`src/rtl/serial_adder_if.sv`:
```
// Handshake and operand/result bundle for the bit-serial adder/subtractor.
interface serial_adder_if #(
   parameter int unsigned WIDTH = 8
);
   logic             start;
   logic             sub;
   logic             cin;
   logic [WIDTH-1:0] a;
   logic [WIDTH-1:0] b;
   logic             busy;
   logic             done;
   logic [WIDTH-1:0] sum;
   logic             cout;
   logic             ovf;

   modport master (
      output start, sub, cin, a, b,
      input  busy, done, sum, cout, ovf
   );

   modport slave (
      input  start, sub, cin, a, b,
      output busy, done, sum, cout, ovf
   );
endinterface

```
`src/rtl/serial_adder.sv`:
```
// Bit-serial adder/subtractor: one full-adder cell plus a carry flop,
// one result bit per clock, LSB first, start/busy/done handshake.
// Subtraction is A + ~B + 1; cout is the final carry (not-borrow for sub);
// ovf is the carry into the MSB xor the carry out of the MSB.
module serial_adder #(
   parameter int unsigned WIDTH = 8
) (
   input  logic          clk,
   input  logic          rst_n,
   serial_adder_if.slave bus
);

   localparam int unsigned CNT_W = (WIDTH > 1) ? $clog2(WIDTH) : 1;

   typedef enum logic [1:0] {
      IDLE,
      RUN,
      DONE
   } state_t;

   state_t           state;
   logic [WIDTH-1:0] a_sr;
   logic [WIDTH-1:0] b_sr;
   logic [WIDTH-1:0] res_sr;
   logic             c;
   logic [CNT_W-1:0] cnt;

   logic             s;
   logic             c_next;
   logic [WIDTH-1:0] res_next;

   // Full-adder cell on the current LSBs and the shift-in of its sum bit.
   always_comb begin
      s        = a_sr[0] ^ b_sr[0] ^ c;
      c_next   = (a_sr[0] & b_sr[0]) | (a_sr[0] & c) | (b_sr[0] & c);
      res_next = res_sr >> 1;
      res_next[WIDTH-1] = s;
   end

   // Control FSM, datapath shift registers and registered outputs.
   always_ff @(posedge clk or negedge rst_n) begin
      if (!rst_n) begin
         state    <= IDLE;
         a_sr     <= '0;
         b_sr     <= '0;
         res_sr   <= '0;
         c        <= 1'b0;
         cnt      <= '0;
         bus.busy <= 1'b0;
         bus.done <= 1'b0;
         bus.sum  <= '0;
         bus.cout <= 1'b0;
         bus.ovf  <= 1'b0;
      end else begin
         case (state)
            IDLE: begin
               bus.done <= 1'b0;
               if (bus.start) begin
                  a_sr     <= bus.a;
                  b_sr     <= bus.sub ? ~bus.b : bus.b;
                  c        <= bus.sub | bus.cin;
                  cnt      <= '0;
                  bus.busy <= 1'b1;
                  state    <= RUN;
               end
            end
            RUN: begin
               a_sr   <= a_sr >> 1;
               b_sr   <= b_sr >> 1;
               c      <= c_next;
               res_sr <= res_next;
               cnt    <= cnt + 1'b1;
               if (cnt == CNT_W'(WIDTH - 1)) begin
                  // On the MSB cycle the current c is the carry into the MSB,
                  // so overflow is formed directly rather than via a saved copy.
                  bus.sum  <= res_next;
                  bus.cout <= c_next;
                  bus.ovf  <= c ^ c_next;
                  bus.busy <= 1'b0;
                  bus.done <= 1'b1;
                  state    <= DONE;
               end
            end
            DONE: begin
               bus.done <= 1'b0;
               state    <= IDLE;
            end
            default: begin
               bus.busy <= 1'b0;
               bus.done <= 1'b0;
               state    <= IDLE;
            end
         endcase
      end
   end

endmodule
```
`src/flat_wrapper.sv`:
```
// flat-port wrapper written by rule: the top's interface ports become plain ports
module serial_adder_flat 
#(
   parameter int unsigned WIDTH = 8
)
  (clk, rst_n, bus_start, bus_sub, bus_cin, bus_a, bus_b, bus_busy, bus_done, bus_sum, bus_cout, bus_ovf);
  serial_adder_if #(.WIDTH(WIDTH)) bus_i ();
  input  logic clk;
  input  logic rst_n;
  input wire logic [$bits(bus_i.start)-1:0] bus_start;
  input wire logic [$bits(bus_i.sub)-1:0] bus_sub;
  input wire logic [$bits(bus_i.cin)-1:0] bus_cin;
  input wire logic [$bits(bus_i.a)-1:0] bus_a;
  input wire logic [$bits(bus_i.b)-1:0] bus_b;
  output wire logic [$bits(bus_i.busy)-1:0] bus_busy;
  output wire logic [$bits(bus_i.done)-1:0] bus_done;
  output wire logic [$bits(bus_i.sum)-1:0] bus_sum;
  output wire logic [$bits(bus_i.cout)-1:0] bus_cout;
  output wire logic [$bits(bus_i.ovf)-1:0] bus_ovf;
  assign bus_i.start = bus_start;
  assign bus_i.sub = bus_sub;
  assign bus_i.cin = bus_cin;
  assign bus_i.a = bus_a;
  assign bus_i.b = bus_b;
  assign bus_busy = bus_i.busy;
  assign bus_done = bus_i.done;
  assign bus_sum = bus_i.sum;
  assign bus_cout = bus_i.cout;
  assign bus_ovf = bus_i.ovf;
  serial_adder #(.WIDTH(WIDTH)) u_core (.clk(clk), .rst_n(rst_n), .bus(bus_i));
endmodule
```
`config.mk`:
```
export PLATFORM = sky130hd
export DESIGN_NAME = serial_adder_flat
export DESIGN_NICKNAME = d
export VERILOG_FILES = /design/src/rtl/serial_adder_if.sv /design/src/rtl/serial_adder.sv /design/src/flat_wrapper.sv
export SDC_FILE = /design/constraint.sdc
export NUM_CORES = 1
export LEC_CHECK = 0
export BUFFER_PORTS_ARGS = -buffer_cell sky130_fd_sc_hd__buf_2
export CAP_MARGIN = 10
export CORE_MARGIN = 2
export CORE_UTILIZATION = 59
export CTS_CLUSTER_DIAMETER = 120
export DETAILED_ROUTE_END_ITERATION = 16
export GPL_TIMING_DRIVEN = 0
export PLACE_DENSITY = 0.95
export SLEW_MARGIN = 20
export SYNTH_ARGS = -nofsm -noshare
export SYNTH_HDL_FRONTEND = slang
export SYNTH_SLANG_ARGS = --single-unit
```
`constraint.sdc`:
```
create_clock -name clk -period 4.1 [get_ports clk]
set_clock_uncertainty 0.2 [all_clocks]
set_input_delay 0.205 -clock clk [delete_from_list [all_inputs] [get_ports clk]]
set_output_delay 0.205 -clock clk [all_outputs]
set_load 0.05 [all_outputs]
```
Word-level counts from Yosys, hierarchy flattened --
Cells that the tools add are included.
Operators by class: mux-type cells 17, eq/ne operators 5, bitwise operators 11, add/sub/neg operators 1, reduce and logical (&&, ||, !) cells 6
Operators by type and width (count):
- $pmux W8 S2 | 2
- $mux W8 | 3
- $not A8 Y8 | 1
- $pmux W3 S2 | 1
- $reduce_and A2 Y1 | 3
- $mux W1 | 5
- $mux W2 | 2
- $pmux W2 S2 | 1
- $add A3 B1 Y3 const B | 1
- $and A1 B1 Y1 | 3
- $eq A3 B3 Y1 const B | 1
- $mux W3 | 1
- $or A1 B1 Y1 | 3
- $pmux W1 S3 | 1
- $reduce_and A3 Y1 | 1
- $xor A1 B1 Y1 | 3
- $eq A2 B1 Y1 const B | 1
- $eq A2 B2 Y1 const B | 1
- $logic_not A2 Y1 | 1
- $ne A2 B1 Y1 const B | 1
- $ne A2 B2 Y1 const B | 1
- $pmux W1 S2 | 1
- $reduce_bool A2 Y1 | 1
- $not A1 Y1 | 1
Storage, ports and cells: input port bits 21, flip-flop bits (word level) 42, output and inout bits 12

Longest topological paths before layout --
Gate-level depths: netlist of run 1.
depth after elaboration 4, depth in mapped cells 6, mapped depth without buffers 5

Worst setup path before layout of run 1 --
No wires, ideal clock.
path kind register -> register, start register u_core.cnt[0], end register u_core.bus.sum[0], required time 3.775 ns, path buffers 1, path slack 2.446 ns, library setup time 0.125 ns, arrival time 1.328 ns, stages on the path, launching flop included 6, cell sequence dfrtp_1 > ha_1 > ha_1 > nand3b_4 > buf_6 > mux2_4
On the way: longest elaborated chain between the ends 2
Ends and longest elaborated chain:
- start, declared | line serial_adder.sv:26 | logic [CNT_W-1:0] cnt;
- start signal, assigned | line serial_adder.sv:72 | cnt <= cnt + 1'b1;
- $eq A3 B3 Y1 | line serial_adder.sv:73 | if (cnt == CNT_W'(WIDTH - 1)) begin
- $reduce_and A2 Y1 (no source line)
- end signal, assigned | line serial_adder.sv:76 | bus.sum <= res_next;
- end, declared | line serial_adder_if.sv:23 | output busy, done, sum, cout, ovf
No other way between the ends. A chain may end at the register's enable or synchronous reset.

Worst setup path in the final report of run 1 --
start register u_core.cnt[0], end register u_core.bus.sum[1]
Same word-level chain as after synthesis.

==> results by stage, run 1 <==
Outcome:
- The flow ran to the end, and the final reports show no timing, DRC or antenna violations.

Finish:
- The number of antenna diodes is 0.
- The share of final-layout standard cells stronger than drive strength 1 is 0.298.
- The filler-free cell count of the finished design is 252.
- The area growth from synthesis to final layout is 19.4%.
- In the final design database the tool counted 231 nets.
- The top cell types in the final layout, fill and taps aside, are sky130_fd_sc_hd__dfrtp_1, sky130_fd_sc_hd__buf_2, sky130_fd_sc_hd__nand2_1.
- The most common cell after layout, fill and taps aside is sky130_fd_sc_hd__dfrtp_1.

Drt:
- In the routed design, unresolved DRC markers number 0.
- The number of vias in the routed layout is 1383.
- The count of routing violations after the opening detailed-route iteration is 100.
- The via density per instance is 5.49.
- The average detailed-routed wire length per instance is 14.7 um.
- The count of nets left with antenna violations once routing finished came out at 0.
- For this block, the routed nets add up to 3.71 mm of wire.
- The first-pass iteration count of the detailed router is 4.

Global routing:
- The number of global-route vias before repair is 1335.
- The maximum number of pins on one net before global-route repair is 42.
- The number of antenna violations at the first check in global routing was 0.
- The wire length of the first global-routing pass is 6.18 mm.
- Summed over all layers, the global routing overflow is 0.
- The global-route usage over all layers is 0.239.

Timing:
- The final clock period utilization by the worst path is 0.432.
- Based on the critical path, the design can be clocked at up to 0.564 GHz.
- Adding up every negative setup slack in the final design gives 0 ns.
- The final critical path time including I/O delays and setup is 1.77 ns.
- The final worst setup slack is 2.33 ns.
- The number of failing setup endpoints in the final timing report is 0.
- The number of max-slew violations in the final report came to 0.
- The total count of hold-check failures in the final report is 0.
- The pin slew with the least headroom to its limit is 0.887 ns.
- The worst max-slew margin expressed relative to the limit is 0.409.
- Setup repair after global routing left no endpoint under its margin.

Clocking:
- The number of buffers on the longest clock path is 2.
- TritonCTS built the clock tree.
- After clock tree synthesis, the clock-pin slew on the worst setup and hold paths is 0.11 ns.
- The clock reaches the later pin of the worst-skew pair after 0.34 ns.
- The cell at the root of the clock tree is sky130_fd_sc_hd__clkbuf_4.
- The number of clock sinks is 41.
- The number of buffers inserted by post-CTS setup repair is 0.
- CTS built an H-tree with a depth of 2.
- Counting the buffers created by CTS gives 5.

Synthesis:
- Of the total synthesized cell area, the portion taken by full adders, half adders and majority gates is 0.0241.
- After synthesis, the cell types taking the most area are sky130_fd_sc_hd__dfrtp_1, sky130_fd_sc_hd__nand2_1, sky130_fd_sc_hd__mux2_4.
- The parity-gate share of the synthesized area counting xor and xnor cells is 0.0422.
- Counting flops and latches in the post-synthesis netlist gives 41.
- The fraction of the mapped netlist area in compound gates is 0.134.
- The main combinational cell family by area after synthesis is simple AND/OR/NAND/NOR gates.
- The synthesized area per cell is 11.7 sq um.
- The number of nets in the synthesized netlist is 183.
- The share of synthesized area in the top cell type comes to 0.549.
- The sequential-to-total area share from yosys stat is 0.549.
- The mapped cell area is 1870 sq um.
- The fraction of synthesized area in multiplexers is 0.0683.
- Yosys mapped the design onto 31 distinct sky130hd cell types.
- The yosys synthesis warning count is 0.
- The basic-gate share of the synthesized area counting and, or, nand and nor cells is 0.137.
- The cell count after synthesis came out at 159.
- The largest total area in the synthesized netlist belongs to sky130_fd_sc_hd__dfrtp_1.

Worst setup path:
- The type of the worst setup path is reg2reg.
- The start point of the critical path is u_core.cnt[0].
- The critical path launch point type is a flop.
- The most numerous cell type found on the critical path is sky130_fd_sc_hd__ha_1.
- Traced cell by cell, the critical path runs through ha_1 -> ha_1 -> nand3b_4 -> buf_6 -> mux2_4.
- The arrival time of data at the critical path endpoint is 1.81 ns.
- The maximum net fanout on the critical path is 10.
- The capturing element type of the critical path is a flop.
- The stage delay of the slowest cell on the critical path is 0.42 ns.
- In this run the critical register-to-register path is launched from u_core.cnt[0].
- The required time reported for the critical path endpoint is 4.14 ns.
- The master of the slowest instance on the critical path is sky130_fd_sc_hd__dfrtp_1.

Floorplanning:
- The floorplan has 20 rows.
- The starting density of the core is 0.617.
- The die is 60.3 um wide.
- The die covers 3630 sq um.
- During I/O placement, the number of pins put on the boundary was 33.
- In this run the vertical extent of the chip is 60.3 um.
- The total core area is 3030 sq um.

Placement:
- The congestion estimate from routability-driven global placement came to 0.760.
- The placed instance count is 234.
- Summed over all nets, the half-perimeter wirelength after detailed placement is 2.23 mm.
- The number of port buffers is 31.
- Prior to clock tree synthesis, the placed netlist has a worst setup slack of 2.34 ns.

Job:
- Across the run, the number of max-cap violations was 0.

Power and ir drop:
- The final total power is 0.00160 W.
- The leakage power is 1.14 nW.
- VDD sags by at most 281 uV.
- The power density over the cells is 718 nW/um^2.

Hold path:
- In this run the most critical hold path is launched from bus_b[4].
- The worst min-delay path category is in2reg.
routing by layer:
layer,up-vias,GRT usage,wire length [um]
met3,10,0.0563,192
li1,651,-,-
met1,669,0.308,1580
met2,53,0.373,1840
met4,0,0.130,99
met5,-,0,0
logic make-up (layout without fill, tap and decap cells):
| kind of cell | after synthesis | after routing |
|---|---|---|
| DFF | 41 | 41 |
| xor gates and xnor gates | 9 | 9 |
| and+or+nand+nor | 50 | 50 |
| muxes | 9 | 9 |
| AOI/OAI and AO/OA | 33 | 33 |
| adders and majority gates | 3 | 3 |
| buffers and inverters | 14 | 63 |
worst paths after layout:
check                                          to  slack, ns  cells after the start
min in group asynchronous         u_core.bus.done       0.31                      2
worst max-delay path            u_core.bus.sum[1]       2.33                      5
worst min register to register     u_core.bus.ovf       0.28                      2
max in group asynchronous         u_core.bus.busy       2.84                      2
worst max register to register  u_core.bus.sum[1]       2.33                      5
worst min-delay path               u_core.b_sr[4]       0.04                      3
critical path: cells and delay by family, from the launching register on:
kind / cells / cell delay, ns
adders and majority gates: 2 / 0.46
DFF: 1 / 0.42
muxes: 1 / 0.31
buffers and inverters: 1 / 0.16
and+or+nand+nor: 1 / 0.12
stage by stage:
step           utilization  hold slack, ns  area, sq um
2_1_floorplan            -          -0.291         1870
3_3_place_gp         0.686           0.166         2080
3_5_place_dp         0.686           0.170         2080
4_1_cts              0.736          0.0149         2230
5_1_grt              0.736          0.0344         2230
6_report             0.736          0.0432         2230
synth_stat cells:
master	count
sky130_fd_sc_hd__buf_6	2
sky130_fd_sc_hd__o21bai_4	1
sky130_fd_sc_hd__o2bb2ai_1	1
sky130_fd_sc_hd__ha_1	2
sky130_fd_sc_hd__buf_4	3
sky130_fd_sc_hd__a32o_1	1
sky130_fd_sc_hd__xor2_1	8
sky130_fd_sc_hd__inv_2	1
sky130_fd_sc_hd__a222oi_1	1
sky130_fd_sc_hd__nor2b_1	3
sky130_fd_sc_hd__nand2_1	32
sky130_fd_sc_hd__fa_1	1
sky130_fd_sc_hd__nor3b_1	6
sky130_fd_sc_hd__inv_1	3
sky130_fd_sc_hd__nand3_1	1
sky130_fd_sc_hd__a21oi_1	2
sky130_fd_sc_hd__a22oi_1	8
sky130_fd_sc_hd__xnor2_1	1
sky130_fd_sc_hd__o21ai_1	9
sky130_fd_sc_hd__a22o_1	2
sky130_fd_sc_hd__nand2b_1	1
sky130_fd_sc_hd__mux2_4	7
sky130_fd_sc_hd__o21ai_0	2
sky130_fd_sc_hd__mux2_2	2
sky130_fd_sc_hd__nor2_1	4
sky130_fd_sc_hd__or2_2	1
sky130_fd_sc_hd__nor3b_4	1
sky130_fd_sc_hd__dfrtp_1	41
sky130_fd_sc_hd__a221o_1	6
sky130_fd_sc_hd__nand3b_4	1
sky130_fd_sc_hd__buf_2	5
flip-flops by register name, indices dropped and copies added, names as in the netlist:
name / count
u_core.res_sr: 7
u_core.bus.ovf: 1
u_core.bus.cout: 1
u_core.bus.busy: 1
u_core.cnt: 3
u_core.state: 2
u_core.b_sr: 8
u_core.c: 1
u_core.a_sr: 8
u_core.bus.sum: 8
u_core.bus.done: 1
layout make-up:
class	instances	area [sq um]
Sequential cell	41	1030
Fill cell	214	798
Multi-Input combinational cell	104	757
Timing Repair Buffer	41	255
Buffer	10	70.1
Tap cell	44	55.1
Clock buffer	6	41.3
Inverter	4	15.0
Clock inverter	2	10.0
report_power, final:
| part | switching (W) | internal (W) |
|---|---|---|
| clock network | 0.000126 | 0.0000654 |
| registers | 0.000103 | 0.000569 |
| logic | 0.000449 | 0.000289 |
what timing repair did:
item,in CTS,in global routing
resized for setup,0,0
hold endpoints to repair,50,0
hold buffers,10,0
(Power assumes the default switching activity.)
==> run 2, diff against run 1 <==
ABC_AREA = 1   (was default)
CORE_UTILIZATION = 49   (was 59)
PLACE_DENSITY = 0.85   (was 0.95)
clock period = 1.6 ns   (was 4.1 ns; I/O delays follow)
==> run 2 against run 1 <==
  * Register-to-register slack got worse by 2.2 ns
  * Critical path type is now in2reg
  * Sequential power rose to 2.5 times the previous value
  * Hold slack got worse by 0.023 ns
  * Clock power rose to 5.1 times the previous value
  * Largest power group unchanged
  * Design area rose by 10%
  * Largest cell class unchanged
  * Cell count rose by 30%
  * Critical path depth rose by 1
==> results by stage, run 2 <==
Clocking:
- The clock-pin slew reported for the worst setup and hold paths after clock tree synthesis is 0.08 ns.
- Clock tree synthesis inserted a total of 5 buffers.
- The latest clock arrival within the worst-skew pair is 0.29 ns.
- The tree is rooted in a sky130_fd_sc_hd__clkbuf_8.
- The number of clock sinks is 41.
- The number of buffers on the longest clock path is 2.
- The H-tree generated during clock tree synthesis spans 2 levels.
- TritonCTS built the clock tree.

Finish:
- The most common cell after layout, fill and taps aside is sky130_fd_sc_hd__nand2_1.
- The number of antenna diodes in the final layout is 0.
- In the final layout, the registers with the most flip-flops are u_core.a_sr (8), u_core.b_sr (8), u_core.bus.sum (8).
- The area growth from synthesis to final layout is 29.6%.
- The share of final-layout standard cells stronger than drive strength 1 is 0.218.
- The filler cells instantiated in the layout total 313.
- Leaving out fill and tap cells, the most frequent cells in the layout are sky130_fd_sc_hd__nand2_1, sky130_fd_sc_hd__nand3_1, sky130_fd_sc_hd__dfrtp_1.
- The footprint of the multi-input gates is 738 sq um.
- After the last flow step, the layout net total stands at 303.
- The filler-free cell count of the finished design is 328.
- The footprint of the flip-flops and latches is 1030 sq um.

Worst setup path:
- The stage delay of the slowest cell on the critical path is 0.55 ns.
- The buffer and inverter count on the worst path is 3.
- The largest individual stage delay along the critical path comes from the cell sky130_fd_sc_hd__dlygate4sd3_1.
- The family with the most delay on the worst path is buffers and inverters.
- The type of the worst setup path is in2reg.
- Walking the worst path, the cells encountered are dlygate4sd3_1 -> buf_2 -> xor2_1 -> dlygate4sd3_1 -> nand2_1 -> nand2_1.
- The maximum net fanout on the critical path is 1.
- The arrival time of data at the critical path endpoint is 1.51 ns.
- For the worst setup path, the data required time is 1.59 ns.
- The worst setup path is captured at a flop.
- The worst setup path is launched from an input port.

Power and ir drop:
- The power density over the cells is 1870 nW/um^2.
- The switching power of the nets is 0.00190 W.
- The proportion of total power due to net switching is 0.413.
- Of the total power, combinational logic draws 0.415.
- Of the total power, the clock network draws 0.213.
- The worst-case IR drop observed on VDD is 866 uV.
- Internal power comes to 0.00269 W.
- The leakage power is 1.31 nW.
- The sequential group share of total power is 0.372.

Placement:
- The final weighted congestion of routability-driven global placement is 0.794.
- The post-detailed-placement half-perimeter wirelength is 2.52 mm.
- During placement, the flow inserted port buffers numbering 30.
- The placed instance count is 300.

Timing:
- Subtracting the final worst setup slack from the clock period gives 1.52 ns.
- The number of max-slew violations in the final report was 0.
- The final clock period utilization by the worst path is 0.953.
- The number of failing setup endpoints in the final timing report is 0.
- The total count of hold-check failures in the final report is 0.
- The maximum operating frequency is 0.656 GHz.
- The sum of negative setup slack is 0 ns.
- The worst pin sits at a relative slew slack of 0.398.
- Setup repair after global routing left no endpoint under its margin.
- The pin slew with the least headroom to its limit is 0.904 ns.

Global routing:
- The number of antenna violations at the first check in global routing came to 0.
- The number of global-route vias before repair is 1647.
- The total overflow left after global routing is 0.
- The first global-routing pass estimated 7.02 mm of wire.
- The global-route usage over all layers is 0.212.
- The maximum number of pins on one net before global-route repair is 42.

Outcome:
- The run finished with clean final reports.

Floorplanning:
- The floorplan die area is 4390 sq um.
- The starting density of the core is 0.515.
- In this run the core area contains 22 standard-cell rows.
- The die is 66.2 um tall.
- The die width is 66.2 um.
- The number of I/O pins is 33.
- After floorplanning, the core was sized to cover 3690 sq um.

Synthesis:
- The number of standard cells after synthesis is 222.
- The sequential-to-total area share from yosys stat is 0.541.
- Of the total synthesized cell area, the portion taken by full adders, half adders and majority gates is 0.0237.
- The number of synthesized register bits is 41.
- After synthesis, the largest family of logic cells by area is simple AND/OR/NAND/NOR gates.
- The fraction of the mapped netlist area in compound gates is 0.0587.
- The share of flip-flops with an asynchronous set or reset is 1.00.
- sky130_fd_sc_hd__dfrtp_1 takes more of the synthesized area than any other cell.
- The mapped cell area is 1900 sq um.
- The post-synthesis cell type count is 17.
- The count of flip-flops with a built-in enable after synthesis is 0.
- By count the netlist is led by sky130_fd_sc_hd__nand2_1, sky130_fd_sc_hd__nand3_1, sky130_fd_sc_hd__dfrtp_1.
- The most common flop cell mapped by yosys is sky130_fd_sc_hd__dfrtp_1.
- During synthesis, Yosys emitted a total of 0 warnings.
- Of the post-synthesis cell area, the part taken by muxes is 0.
- Averaged over all synthesized cells, the footprint is 8.55 sq um.
- Of the total synthesized cell area, the portion taken by AND, OR, NAND and NOR gates is 0.291.
- The share of synthesized area in the top cell type comes to 0.541.
- The net count after synthesis is 246.
- Of the total synthesized cell area, the portion taken by XOR and XNOR cells is 0.00923.
- In the post-synthesis netlist, the biggest area contributors are sky130_fd_sc_hd__dfrtp_1, sky130_fd_sc_hd__nand2_1, sky130_fd_sc_hd__nand3_1.
- Yosys instantiated no cell more often than sky130_fd_sc_hd__nand2_1.

Drt:
- For this block, the via count after detailed routing is 1634.
- The detail route stage leaves a number of antenna-violating nets equal to 0.
- The first-pass iteration count of the detailed router is 4.
- Using the TritonRoute via totals, the vias-per-cell ratio works out to 4.98.
- The total wire length after detailed routing is 3.93 mm.
- In this run, the number of DRC markers left after iteration 0 of detailed routing was 100.
- The average detailed-routed wire length per instance is 12.0 um.
- For this run, design rule violations remaining after detail routing come to 0.

Hold path:
- The worst min-delay path category is in2reg.

Job:
- The number of max-capacitance violations reported is 0.
[run 2: repair_timing]
action | 4_1_cts | 5_1_grt
hold buffers | 21 | 0
setup buffers | 0 | 0
endpoints found under the hold margin | 59 | 0
setup endpoints to repair | 0 | 11
resized for setup | 0 | 4
[run 2: worst paths after layout]
check / from / endpoint / slack, ns / depth (start not counted)
hold reg to reg: u_core.res_sr[1] / u_core.bus.sum[0] / 0.28 / 2
setup / recovery: bus_b[7] / u_core.b_sr[7] / 0.08 / 6
setup reg to reg: u_core.c / u_core.bus.ovf / 0.09 / 4
min in group asynchronous: rst_n / u_core.bus.sum[5] / 0.25 / 2
max in group asynchronous: rst_n / u_core.a_sr[7] / 0.39 / 2
hold / removal: bus_sub / u_core.b_sr[4] / 0.02 / 5
[run 2: logic make-up after synthesis]
logic type,after synthesis
AO/OA/AOI/OAI,17
XOR/XNOR,2
adder cells (fa/ha/maj),3
buffers and inverters,29
flip-flops,41
AND/OR/NAND/NOR,130
[run 2: area by class of cell]
type                            count  share of cell area
Buffer                             10              0.0305
Clock buffer                        5              0.0280
Clock inverter                      3              0.0264
Inverter                           19              0.0290
Multi-Input combinational cell    152               0.300
Sequential cell                    41               0.417
Tap cell                           48              0.0244
Timing Repair Buffer               50               0.144
[run 2: per-stage QoR]
| stage | utilization | hold WS, ns | area, sq um | setup WS, ns | power [W] |
|---|---|---|---|---|---|
| after global routing | 0.667 | 0.0541 | 2460 | 0.0119 | 0.00493 |
| after detailed placement | 0.572 | 0.0464 | 2110 | 0.0547 | 0.00358 |
| after CTS | 0.665 | 0.00420 | 2450 | 0.0242 | 0.00461 |
| final | 0.667 | 0.0199 | 2460 | 0.0753 | 0.00459 |
| after floorplan | - | -0.416 | 1900 | 0.160 | 0.00312 |
| after global placement | 0.572 | 0.0396 | 2110 | 0.0755 | 0.00350 |
[run 2: tightest hold or removal path, stage by stage]
cell and delay (ns):
sky130_fd_sc_hd__buf_2 0.17, sky130_fd_sc_hd__nand2_1 0.07, sky130_fd_sc_hd__nand2_1 0.05, sky130_fd_sc_hd__nand2_1 0.05, sky130_fd_sc_hd__nand3_1 0.06
[run 2: power groups by stage]
stage / Sequential (W) / Clock, W / Combinational (W)
2_1_floorplan: 0.00214 / 0 / 0.000978
4_1_cts: 0.00171 / 0.000999 / 0.00190
5_1_grt: 0.00176 / 0.00104 / 0.00213
3_3_place_gp: 0.00170 / 0 / 0.00181
6_report: 0.00171 / 0.000978 / 0.00190
3_5_place_dp: 0.00172 / 0 / 0.00186
[run 2: layer usage]
metal / track usage / share of wire / wire, um
met1: 0.256 / 0.43 / 1680
met2: 0.368 / 0.50 / 1960
met3: 0.0528 / 0.053 / 210
met4: 0.0689 / 0.020 / 77
met5: 0 / 0 / 0
==> run 3, diff against run 2 <==
CORE_MARGIN = default   (was 2)
==> run 3 against run 2 <==
  * Highest routed layer unchanged
  * Register-to-register slack got worse by 0.03 ns
  * Non-clock buffer count did not move
  * Worst setup slack got worse by 0.012 ns
  * Cell count fell by 0.30%
  * Design area fell by 2.3%
  * Routed wire length rose by 0.51%
  * Die area fell by 5.9%
  * Sequential power barely moved
==> results by stage, run 3 (synthesis gave the netlist of run 2 again) <==
Finish:
- The area growth from synthesis to final layout is 26.6%.
- The repair_antennas step left the layout with diodes totalling 0.
- Leaving out fill and tap cells, the most frequent cell in the layout is sky130_fd_sc_hd__nand2_1.
- The filler-free cell count of the finished design is 327.
- Of the cells placed in the final design, the portion with a size suffix greater than 1 is 0.208.
- Counting the fill cells in the layout gives 309.
- In the layout the commonest cells are sky130_fd_sc_hd__nand2_1, sky130_fd_sc_hd__nand3_1, sky130_fd_sc_hd__dfrtp_1.
- In the final layout, the registers with the most flip-flops are u_core.a_sr (8), u_core.b_sr (8), u_core.bus.sum (8).
- For this run, the post-layout net count is 303.
- With fillers left out, the area of the finished cells amounts to 2400 sq um.

Worst setup path:
- The worst setup path is of the reg2reg kind.
- The family with the most delay on the worst path is adder cells.
- Together, buffers and inverters on the worst path number 1.
- The worst reg-to-reg path cell count is 6.
- STA puts the critical path data required time at 1.63 ns.
- The setup slack of the most critical reg-to-reg path is 0.06 ns.
- The critical path launch point type is a flop.
- The stage delay of the slowest cell on the critical path is 0.40 ns.
- The reg-to-reg critical path startpoint is u_core.cnt[0].
- The capturing element type of the critical path is a flop.
- Walking the worst path, the cells encountered are ha_1 -> ha_1 -> nand2_4 -> buf_6 -> nand2_1 -> nand2_1.
- At the worst endpoint, the arrival time is 1.57 ns.
- The slowest stage of the critical path belongs to the cell sky130_fd_sc_hd__dfrtp_1.
- The end of the worst register-to-register path is u_core.bus.ovf.
- Along the worst path, the maximum fanout reaches 10.

Timing:
- Setup repair after global routing left no endpoint under its margin.
- The worst max-slew margin expressed relative to the limit is 0.417.
- The total count of hold-check failures in the final report came to 0.
- Setup slack on the critical path of the routed design comes to 0.0631 ns.
- For the pin with the worst max-slew slack, the measured transition is 0.875 ns.
- Setup violations remaining at the end of the flow were counted as 0.
- In the final timing run, aggregate negative setup slack is 0 ns.
- The number of max-slew violations in the final report is 0.
- The final critical path time including I/O delays and setup is 1.54 ns.
- The final clock period utilization by the worst path is 0.961.
- Timing would allow up to 0.651 GHz.

Global routing:
- The first global-routing pass estimated 6.87 mm of wire.
- The number of global-route vias before repair is 1596.
- The number of antenna violations at the first check in global routing is 0.
- For this run, the total global-route usage over all layers was measured as 0.222.
- The maximum number of pins on one net before global-route repair is 42.
- Summed over all layers, the global routing overflow is 0.

Power and ir drop:
- The final total power is 0.00427 W.
- The leakage power is 1.29 nW.
- Power spread over the standard cell area amounts to 1780 nW/um^2.
- VDD sags by at most 615 uV.

Clocking:
- The longest clock path from root to sink contains 2 buffers.
- The number of setup buffers added after CTS is 0.
- TritonCTS built the clock tree.
- At the later pin of the worst-skew pair, clock insertion delay measures 0.29 ns.
- The number of clock sinks is 41.
- The cell at the root of the clock tree is sky130_fd_sc_hd__clkbuf_8.
- The maximum level of the CTS H-tree is 2.
- The clock-pin slew reported for the worst setup and hold paths after clock tree synthesis is 0.07 ns.
- The number of buffers added by the clock tree synthesis step is 5.

Placement:
- The post-detailed-placement half-perimeter wirelength is 2.52 mm.
- After detailed placement, the total cell area comes to 2110 sq um.
- Buffers placed on the I/O ports in this run total 30.
- Before CTS, the worst setup slack after placement is 0.0330 ns.
- The final weighted congestion of routability-driven global placement is 0.791.
- Once placement completed, the tool counted placed cells totaling 300.

Drt:
- The first-pass iteration count of the detailed router is 4.
- The number of vias in the routed layout is 1637.
- The detailed-route DRC error count is 0.
- After the first detailed-routing iteration, the DRC count stood at 85.
- The detail route stage leaves a number of antenna-violating nets equal to 0.
- The via density per instance is 5.01.
- The average detailed-routed wire length per instance is 12.1 um.
- The total wire length after detailed routing is 3.95 mm.

Floorplanning:
- The initial utilization of the core area, before any placement, comes to 0.515.
- The total core area is 3690 sq um.
- The die width is 64.2 um.
- The die covers 4130 sq um.
- The number of I/O pins is 33.
- The floorplan has 22 rows.
- From bottom edge to top edge, the die measures 64.2 um.

Hold path:
- Counting instances, the worst hold path has a depth of 5.
- The worst min-delay path category is in2reg.
- For hold timing, the worst endpoint is u_core.b_sr[5].
- The startpoint identified for the worst hold timing path is bus_sub.

Job:
- Across the run, the number of max-cap violations was 0.

Outcome:
- The run finished with clean final reports.
==> run 3: cell count changes in the layout (fill, tap and decap cells not counted), sizes merged <==
cell / change
bufinv: -2
buf: +1
clkbuf: +2
clkinv: -1
dlygate4sd3: -1
==> run 3: final cells by class <==
cell class	count	area (sq um)	share of cell area
buffer	10	75.1	0.0313
clock buffer	7	86.3	0.0359
inverter	19	71.3	0.0297
multi-input combinational	152	733	0.305
sequential	41	1030	0.427
tap	48	60.1	0.0250
timing repair buffer	50	350	0.146
==> run 3: routing by layer <==
metal	GRT usage	routed length (um)	vias up
met5	0	0	-
met4	0.100	70	0
met3	0.0679	197	9
met2	0.375	2020	45
met1	0.257	1660	762
li1	-	-	821
==> run 3: where the power goes <==
part / total (W) / internal [W] / switching (W)
logic: 0.00191 / 0.000607 / 0.00130
clock network: 0.000669 / 0.000342 / 0.000327
registers: 0.00170 / 0.00147 / 0.000233
==> run 3: worst register-to-register path, cell delays in order, from the launching register on <==
cell,delay [ns]
sky130_fd_sc_hd__dfrtp_1,0.40
sky130_fd_sc_hd__ha_1,0.21
sky130_fd_sc_hd__ha_1,0.24
sky130_fd_sc_hd__nand2_4,0.13
sky130_fd_sc_hd__buf_6,0.16
sky130_fd_sc_hd__nand2_1,0.07
sky130_fd_sc_hd__nand2_1,0.06
==> run 3: worst max path at each step <==
stage / from / end / slack (ns) / cells past startpoint
3_3_place_gp: u_core.cnt[0] / u_core.bus.cout / 0.08 / 6
4_1_cts: u_core.cnt[0] / u_core.bus.cout / 0.02 / 6
2_1_floorplan: u_core.cnt[0] / u_core.bus.cout / 0.16 / 6
3_5_place_dp: u_core.cnt[0] / u_core.bus.cout / 0.03 / 6
5_1_grt: u_core.cnt[0] / u_core.bus.cout / 0.008 / 6
6_report: u_core.cnt[0] / u_core.bus.ovf / 0.06 / 6
==> run 3: stage by stage <==
stage                      util  hold WS [ns]
after global routing      0.651        0.0567
after global placement    0.572        0.0318
after detailed placement  0.572        0.0526
after CTS                 0.649        0.0110
final                     0.651        0.0195
after floorplan               -        -0.416
==> run 3: timing repair <==
item,CTS,global route
hold buffers,20,0
endpoints found under the hold margin,58,0
setup endpoints to repair,0,3
resized for setup,0,2
